--- config.mk ---
export PLATFORM = sky130hd
export DESIGN_NAME = fetch_unit
export DESIGN_NICKNAME = d
export VERILOG_FILES = /design/src/rtl/fetch_unit.sv
export SDC_FILE = /design/constraint.sdc
export NUM_CORES = 1
export LEC_CHECK = 0
export ABC_AREA = 0
export ABC_CLOCK_PERIOD_IN_PS = 5300
export CAP_MARGIN = 20
export CORE_ASPECT_RATIO = 0.5
export CORE_MARGIN = 2
export CORE_UTILIZATION = 30
export DETAILED_ROUTE_END_ITERATION = 12
export GPL_ROUTABILITY_DRIVEN = 0
export PLACE_DENSITY = 0.68
export SLEW_MARGIN = 15
export SYNTH_ARGS = -nofsm -noshare
export SYNTH_HDL_FRONTEND = slang
export SYNTH_SLANG_ARGS = --single-unit
--- constraint.sdc ---
create_clock -name clk -period 5.3 [get_ports clk]
set_input_delay 1.06 -clock clk [delete_from_list [all_inputs] [get_ports clk]]
set_output_delay 1.06 -clock clk [all_outputs]
set_load 0.03 [all_outputs]
--- src/rtl/fetch_unit.sv ---
// Instruction-fetch stage: holds the PC, selects the next PC from sequential,
// branch, exception-vector and ERET sources, and registers the fetched word
// into the IF/ID register. Out-of-window or misaligned PCs park the stage in
// FAULT until an exception redirect arrives.
module fetch_unit #(
   parameter int unsigned   N          = 64,
   parameter int unsigned   IMEM_AW    = 6,
   parameter logic [N-1:0]  EXC_VECTOR = 64'hC0
) (
   input  logic               clk,
   input  logic               reset,
   input  logic               stall,
   input  logic               branch_taken,
   input  logic [N-1:0]       branch_target,
   input  logic               exc_req,
   input  logic               eret,
   input  logic [N-1:0]       elr,
   input  logic [31:0]        imem_q,
   output logic [IMEM_AW-1:0] imem_addr,
   output logic [N-1:0]       pc_out,
   output logic [31:0]        if_id_instr,
   output logic [N-1:0]       if_id_pc,
   output logic               if_id_valid,
   output logic               fetch_fault,
   output logic [N-1:0]       fault_pc
);

   typedef enum logic {StRun, StFault} state_t;

   state_t       state;
   logic [N-1:0] pc;
   logic         bad_pc;

   // Word address straight from the PC; memory read is combinational.
   assign imem_addr = pc[IMEM_AW+1:2];
   assign pc_out    = pc;

   // Misaligned, or any address bit above the fetch window set.
   always_comb begin
      bad_pc = 1'b0;
      if (pc[1:0] != 2'b00) bad_pc = 1'b1;
      if ((pc >> (IMEM_AW + 2)) != '0) bad_pc = 1'b1;
   end

   // PC, IF/ID and fault FSM; redirects win over stall, exc_req over all.
   always_ff @(posedge clk or negedge reset) begin
      if (!reset) begin
         state       <= StRun;
         pc          <= '0;
         if_id_instr <= '0;
         if_id_pc    <= '0;
         if_id_valid <= 1'b0;
         fetch_fault <= 1'b0;
         fault_pc    <= '0;
      end else if (exc_req) begin
         state       <= StRun;
         fetch_fault <= 1'b0;
         pc          <= EXC_VECTOR;
         if_id_instr <= '0;
         if_id_valid <= 1'b0;
      end else begin
         unique case (state)
            StRun: begin
               if (eret) begin
                  pc          <= elr;
                  if_id_instr <= '0;
                  if_id_valid <= 1'b0;
               end else if (branch_taken) begin
                  pc          <= branch_target;
                  if_id_instr <= '0;
                  if_id_valid <= 1'b0;
               end else if (bad_pc) begin
                  // PC holds so fault_pc and pc_out both show the culprit.
                  state       <= StFault;
                  fetch_fault <= 1'b1;
                  fault_pc    <= pc;
                  if_id_instr <= '0;
                  if_id_valid <= 1'b0;
               end else if (!stall) begin
                  if_id_instr <= imem_q;
                  if_id_pc    <= pc;
                  if_id_valid <= 1'b1;
                  pc          <= pc + N'(4);
               end
            end
            StFault: begin
               // Frozen: only exc_req (above) or reset leaves this state.
               fetch_fault <= 1'b1;
            end
            default: begin
               state       <= StFault;
               fetch_fault <= 1'b1;
            end
         endcase
      end
   end

endmodule

==> results of run 1 <==
critical path, cell delays in order, from the launching register on:
cell      delay, ns
dfrtp_1        0.47
nor4_1         0.55
nand4_1        0.21
or4_1          0.67
o211ai_2       0.71
nand2_1        0.80
a32o_1         0.47
cell type report:
type,instances,area (µm²),share of cell area (%)
well taps,441,552,3.63
diodes,5,12.5,0.0823
inverters,23,86.3,0.568
flip-flops and latches,227,5680,37.4
clock inverters,8,48.8,0.321
clock buffers,31,646,4.25
multi-input cells,575,4040,26.6
repair buffers,414,4140,27.2
logic make-up (layout without fill, tap and decap cells):
| group | after synthesis | after routing | share of synthesized area [%] |
|---|---|---|---|
| adder cells (fa/ha/maj) | 1 | 1 | 0.124 |
| AND/OR/NAND/NOR | 247 | 247 | 13.3 |
| AO/OA/AOI/OAI | 254 | 254 | 18.3 |
| multiplexers | 73 | 73 | 8.12 |
| other | 0 | 5 | 0 |
| flip-flops | 227 | 227 | 56.3 |
| buffers and inverters | 88 | 476 | 3.77 |
final timing paths:
| kind | startpoint | to | slack, ns | depth (start not counted) |
|---|---|---|---|---|
| worst max-delay path | pc_out[15]$_DFFE_PN0P_ | pc_out[42]$_DFFE_PN0P_ | 1.29 | 6 |
| max in group asynchronous | reset | pc_out[54]$_DFFE_PN0P_ | 3.47 | 3 |
| worst max register to register | pc_out[15]$_DFFE_PN0P_ | pc_out[42]$_DFFE_PN0P_ | 1.29 | 6 |
| worst min register to register | if_id_valid$_DFFE_PN0P_ | if_id_valid$_DFFE_PN0P_ | 0.48 | 1 |
| min in group clk | if_id_valid$_DFFE_PN0P_ | if_id_valid$_DFFE_PN0P_ | 0.48 | 1 |
| worst min-delay path | reset | fault_pc[31]$_DFFE_PN0P_ | 0.46 | 1 |
per-layer routing:
metal | share of wire (%) | wire, µm | vias to the layer above
met5 | 0 | 0 | -
met4 | 4.0 | 1630 | 0
met3 | 6.6 | 2700 | 108
met2 | 51 | 20600 | 471
met1 | 39 | 15800 | 4793
li1 | - | - | 4083
metrics by stage:
stage          total power [µW]  hold slack, ns  setup slack [ns]  utilization [%]
4_1_cts                    4830           0.480              1.43             45.8
3_3_place_gp               3260           0.462              1.42             43.7
5_1_grt                    4970           0.502              1.21             45.9
3_5_place_dp               3280           0.465              1.34             43.7
6_report                   4820           0.462              1.29             45.9
2_1_floorplan              2630           0.651              2.25                -
where the power goes:
group	switching [µW]	internal, µW	leakage [µW]
Sequential	182	1880	0.00304
Clock	708	853	0.000341
Combinational	661	530	0.00295
Total	1550	3260	0.00633
Yosys cell counts (14+ instances only):
library cell / instances / share of area (%)
a31oi_1: 14 / 0.87
clkbuf_1: 47 / 1.7
a22o_1: 36 / 3.1
dfrtp_1: 227 / 56
o21ai_0: 32 / 1.6
nor2_1: 40 / 1.5
nand4_1: 19 / 1.2
inv_1: 20 / 0.74
mux2_2: 71 / 7.9
nand2_1: 38 / 1.4
nor4_1: 18 / 1.1
nor2b_1: 59 / 3.7
o22ai_1: 32 / 2.0
nor3_1: 16 / 0.79
nand3_1: 20 / 0.99
a21oi_1: 44 / 2.2
sequential cells by signal, indices dropped and copies added (netlist names):
name,count
fetch_fault,1
pc_out,64
state,1
if_id_pc,64
fault_pc,64
if_id_valid,1
if_id_instr,32
==> reports/results.tsv, run 1 <==
stage	metric	value	unit
run_status	outcome	complete, no violations	
setup_path	cp-end-kind	flop	
sta	worst_pin_slew	0.977	ns
sta	drv_slew	0	
sta	final.setup.tns	0	ns
clocking	post_cts_buffers	0	
clocking	clk_latency	0.53	ns
setup_path	cp.required	5.71	ns
finish	drive_gt1_share	11.3	%
finish	final_common_cell	clkdlybuf4s50_1	
die	pin_count	398	
logic_synthesis	synth_area	10100	µm²
placement	dp_hpwl	29700	µm
clocking	cts_tree	done	
clocking	holdBufCountCts	0	
detailed_routing	drc	0	
setup_path	start_kind	flop	
detailed_routing	wl_per_cell	23.7	µm
clocking	cts_made_buffers	23	
die	coreArea	33100	µm²
detailed_routing	drt-initial-drc-count	972	
placement	dpl_cell_area	14500	µm²
power_and_ir_drop	p_per_area	317	nW/µm²
global_routing	grt_usage	22.3	%
die	die_w	263	µm
finish	num-fill-cells	2994	
setup_path	cp_max_fo	18	
detailed_routing	vias_per_cell	5.48	
setup_path	crit_type	flop to flop	
logic_synthesis	yosysWarnings	0	
finish	fin_area	15200	µm²
logic_synthesis	synth_ff_type	dfrtp_1	
logic_synthesis	ys_seq_area_share	56.3	%
logic_synthesis	synth_cells	890	
sta	fmax	249	MHz
finish	layout_common_cells	clkdlybuf4s50_1, dfrtp_1, mux2_2, nor2b_1, a21oi_1	
run	cap_viol_max_count	0	
logic_synthesis	avgSynthCellArea	11.3	µm²
global_routing	grt_max_degree	135	
sta	finalSetupViolations	0	
global_routing	busiest_layer	met2	
power_and_ir_drop	ir_drop	0.000190	V
clocking	cts.clk_slew.worst_paths	0.07	ns
power_and_ir_drop	leakagePower	0.00633	µW
die	num_rows	47	
logic_synthesis	ys_ff_latch	227	
clocking	cts_max_level	1	
setup_path	worstPathArrival	4.42	ns
logic_synthesis	ys_async_sr_fraction	100	%
detailed_routing	vias	9455	
sta	slew_headroom	34.7	%
global_routing	gr-usage-met2	38.9	%
finish	final_cells	1724	
detailed_routing	dr.pass1.iters	6	
global_routing	antenna_found_initial	5	
detailed_routing	drt-total-wl	40800	µm
global_routing	grt.overflow.total	0	
die	die-height	134	µm
global_routing	grt_pass1_wl	60900	µm
logic_synthesis	syn_nets	1057	
global_routing	grt_pass1_vias	9571	
sta	skew	0.0124	ns
placement	place_inst	1678	
sta	fin_crit	4.01	ns
die	start_util	30.5	%
clocking	ctsLongestPathBuffers	3	
logic_synthesis	synth_edf_count	0	
min_path	hp-class	primary input to asynchronous set/reset pin	
global_routing	grtUsageMet1	27.9	%
die	dieArea	35200	µm²
logic_synthesis	synth_cell_types	70	
detailed_routing	ant_nets	0	
clocking	clock-root-buffer	clkbuf_16	
clocking	cts_resized	0	
clocking	cts.sinks	227	
sta	rsz0062_at_grt	no	
placement	port_buffers	397	
sta	period_share	75.7	%
finish	nets	1431	
finish	syn2layout_area_growth	50.7	%
sta	timing.final.hold_violations	0	
global_routing	grtUsageMet3	3.29	%
Power figures use the tool's default switching activity.
==> run 2: changes to the inputs <==
ABC_CLOCK_PERIOD_IN_PS = 3400   (was 5300)
PLACE_DENSITY = 0.7   (was 0.68)
clock period = 3.4 ns   (was 5.3 ns; I/O delays follow)
==> run 2 against run 1 <==
Net effect: via count grew 1.5%; register-to-register slack lost 1.1 ns; non-clock buffer count grew 53; cell count grew 3.0%; clock power grew 66%; wire length grew 1.7%; fmax grew 25%; sequential power grew 52%; setup slack lost 1.1 ns; critical path depth is the same.
==> reports/results.tsv, run 2 (synthesis gave the netlist of run 1 again) <==
stage	metric	value	unit	change
run_status	outcome	complete, no violations		unchanged
detailed_routing	drt-initial-drc-count	1113		was 972
setup_path	r2r_cells	6		unchanged
detailed_routing	wl_per_cell	23.4	µm	was 23.7 µm
die	die-height	134	µm	unchanged
detailed_routing	vias_per_cell	5.41		was 5.48
clocking	cts.clk_slew.worst_paths	0.07	ns	about the same
min_path	hp-class	primary input to asynchronous set/reset pin		unchanged
power_and_ir_drop	leakagePower	0.00665	µW	was 0.00633 µW
die	dieArea	35200	µm²	unchanged
placement	dp_hpwl	31200	µm	was 29700 µm
detailed_routing	dr.pass1.iters	7		was 6
placement	port_buffers	397		unchanged
global_routing	grt_pass1_vias	9553		was 9571
detailed_routing	vias	9596		was 9455
power_and_ir_drop	p_int	5300	µW	was 3260 µW
sta	holdWs	0.168	ns	was 0.462 ns
finish	final_common_cell	clkdlybuf4s50_1		unchanged
global_routing	grt_usage	22.8	%	was 22.3%
clocking	cts.sinks	227		unchanged
setup_path	worstPathArrival	3.63	ns	was 4.42 ns
finish	drive_gt1_share	15.2	%	was 11.3%
finish	layout_common_cells	clkdlybuf4s50_1, dfrtp_1, mux2_2, buf_4, nor2b_1		was clkdlybuf4s50_1, dfrtp_1, mux2_2, nor2b_1, a21oi_1
setup_path	r2r_start	pc_out[54]$_DFFE_PN0P_		was pc_out[15]$_DFFE_PN0P_
setup_path	slowest_stage	or4_1		was nand2_1
sta	final.setup.tns	0	ns	unchanged
sta	drv_slew	0		unchanged
clocking	cts_made_buffers	23		unchanged
run	cap_viol_max_count	0		unchanged
sta	rsz0062_at_grt	no		unchanged
power_and_ir_drop	p_sw_share	31.7	%	was 32.2%
setup_path	max_stage_delay	0.73	ns	was 0.80 ns
die	die_w	263	µm	unchanged
die	pin_count	398		unchanged
setup_path	cp.required	3.83	ns	was 5.71 ns
setup_path	crit_type	flop to flop		unchanged
sta	period_share	94.0	%	was 75.7%
setup_path	crit_chain	nor4_1 -> nand4_1 -> or4_1 -> o21a_4 -> or3_2 -> o221ai_1		was nor4_1 -> nand4_1 -> or4_1 -> o211ai_2 -> nand2_1 -> a32o_1
setup_path	r2r_slack	0.20	ns	was 1.29 ns
power_and_ir_drop	pwr-share-clk	33.4	%	was 32.4%
power_and_ir_drop	power.share.sequential	40.3	%	was 42.9%
clocking	cts_max_level	1		unchanged
sta	timing.final.hold_violations	0		unchanged
sta	skew	0.0191	ns	was 0.0124 ns
finish	num-fill-cells	2971		was 2994
die	coreArea	33100	µm²	unchanged
placement	dpl_cell_area	14900	µm²	was 14500 µm²
setup_path	cp_max_fo	16		was 18
global_routing	antenna_found_initial	5		unchanged
finish	nets	1484		was 1431
power_and_ir_drop	p_switching	2460	µW	was 1550 µW
die	start_util	30.5	%	unchanged
power_and_ir_drop	p_comb_share	26.3	%	was 24.7%
global_routing	grt_pass1_wl	61600	µm	was 60900 µm
global_routing	grt.overflow.total	0		unchanged
finish	syn2layout_area_growth	55.6	%	was 50.7%
die	num_rows	47		unchanged
detailed_routing	ant_nets	0		unchanged
clocking	clock-root-buffer	clkbuf_16		unchanged
sta	slew_headroom	50.3	%	was 34.7%
detailed_routing	drt-total-wl	41500	µm	was 40800 µm
global_routing	grt_max_degree	92		was 135
detailed_routing	drc	0		unchanged
clocking	cts_tree	done		unchanged
setup_path	start_kind	flop		unchanged
setup_path	cp-end-kind	flop		unchanged
power_and_ir_drop	ir_drop	0.000264	V	was 0.000190 V
sta	worst_pin_slew	0.745	ns	was 0.977 ns
setup_path	r2r_end	pc_out[57]$_DFFE_PN0P_		was pc_out[42]$_DFFE_PN0P_
finish	fin_area	15700	µm²	was 15200 µm²
power_and_ir_drop	p_per_area	494	nW/µm²	was 317 nW/µm²
sta	fin_crit	3.20	ns	was 4.01 ns
sta	fmax	313	MHz	was 249 MHz
sta	finalSetupViolations	0		unchanged
clocking	clk_latency	0.53	ns	about the same
clocking	ctsLongestPathBuffers	3		unchanged
## run 2: metal layers
layer	part of all wire, %	wire (µm)	global-route usage [%]	vias up
li1	-	-	-	4195
met1	39	16100	28.8	4863
met2	51	21300	39.2	430
met3	6.0	2510	3.77	104
met4	3.8	1600	8.95	4
met5	0.065	27	0	-
## run 2: per-stage QoR
stage | setup WS [ns] | instances | total power (µW) | utilization [%]
after floorplan | 0.698 | 890 | 4090 | -
after global placement | 0.320 | 1733 | 5180 | 45.1
after detailed placement | 0.272 | 1733 | 5200 | 45.1
after CTS | 0.245 | 1773 | 7780 | 47.4
after global routing | 0.0479 | 1775 | 8000 | 47.4
final | 0.204 | 1775 | 7760 | 47.4
## run 2: power groups by stage
stage                     registers (µW)  clock network, µW  logic [µW]
after global routing                3150               2730        2120
final                               3130               2590        2040
after floorplan                     3630                  0         463
after global placement              3160                  0        2010
after detailed placement            3170                  0        2030
after CTS                           3120               2620        2040
## run 2: worst max path at each step
stage / from / endpoint / cells after the start
6_report: pc_out[54]$_DFFE_PN0P_ / pc_out[57]$_DFFE_PN0P_ / 6
5_1_grt: pc_out[55]$_DFFE_PN0P_ / pc_out[57]$_DFFE_PN0P_ / 6
4_1_cts: pc_out[54]$_DFFE_PN0P_ / pc_out[57]$_DFFE_PN0P_ / 6
3_5_place_dp: pc_out[54]$_DFFE_PN0P_ / pc_out[57]$_DFFE_PN0P_ / 6
3_3_place_gp: pc_out[13]$_DFFE_PN0P_ / pc_out[51]$_DFFE_PN0P_ / 6
2_1_floorplan: pc_out[50]$_DFFE_PN0P_ / if_id_pc[2]$_DFFE_PN0P_ / 8
## run 2: worst max-delay path: cells and delay by family, from the launching register on
kind,cells,cell delay (ns)
compound gates,2,0.61
flops,1,0.46
simple gates,4,2.02
## run 2: layout make-up
type | count | area (µm²) | share of cell area, %
tap | 441 | 552 | 3.52
inverter | 23 | 86.3 | 0.550
sequential | 227 | 5680 | 36.2
antenna | 2 | 5.00 | 0.0319
clock inverter | 9 | 77.6 | 0.494
clock buffer | 31 | 676 | 4.30
timing repair buffer | 467 | 4580 | 29.2
multi-input combinational | 575 | 4040 | 25.7
## run 2: timing repair
action | CTS | global route
endpoints found under the setup margin | 0 | 1
resized for setup | 0 | 1
endpoints found under the hold margin | 0 | 0
hold buffers | 0 | 0
buffers inserted | 0 | 0
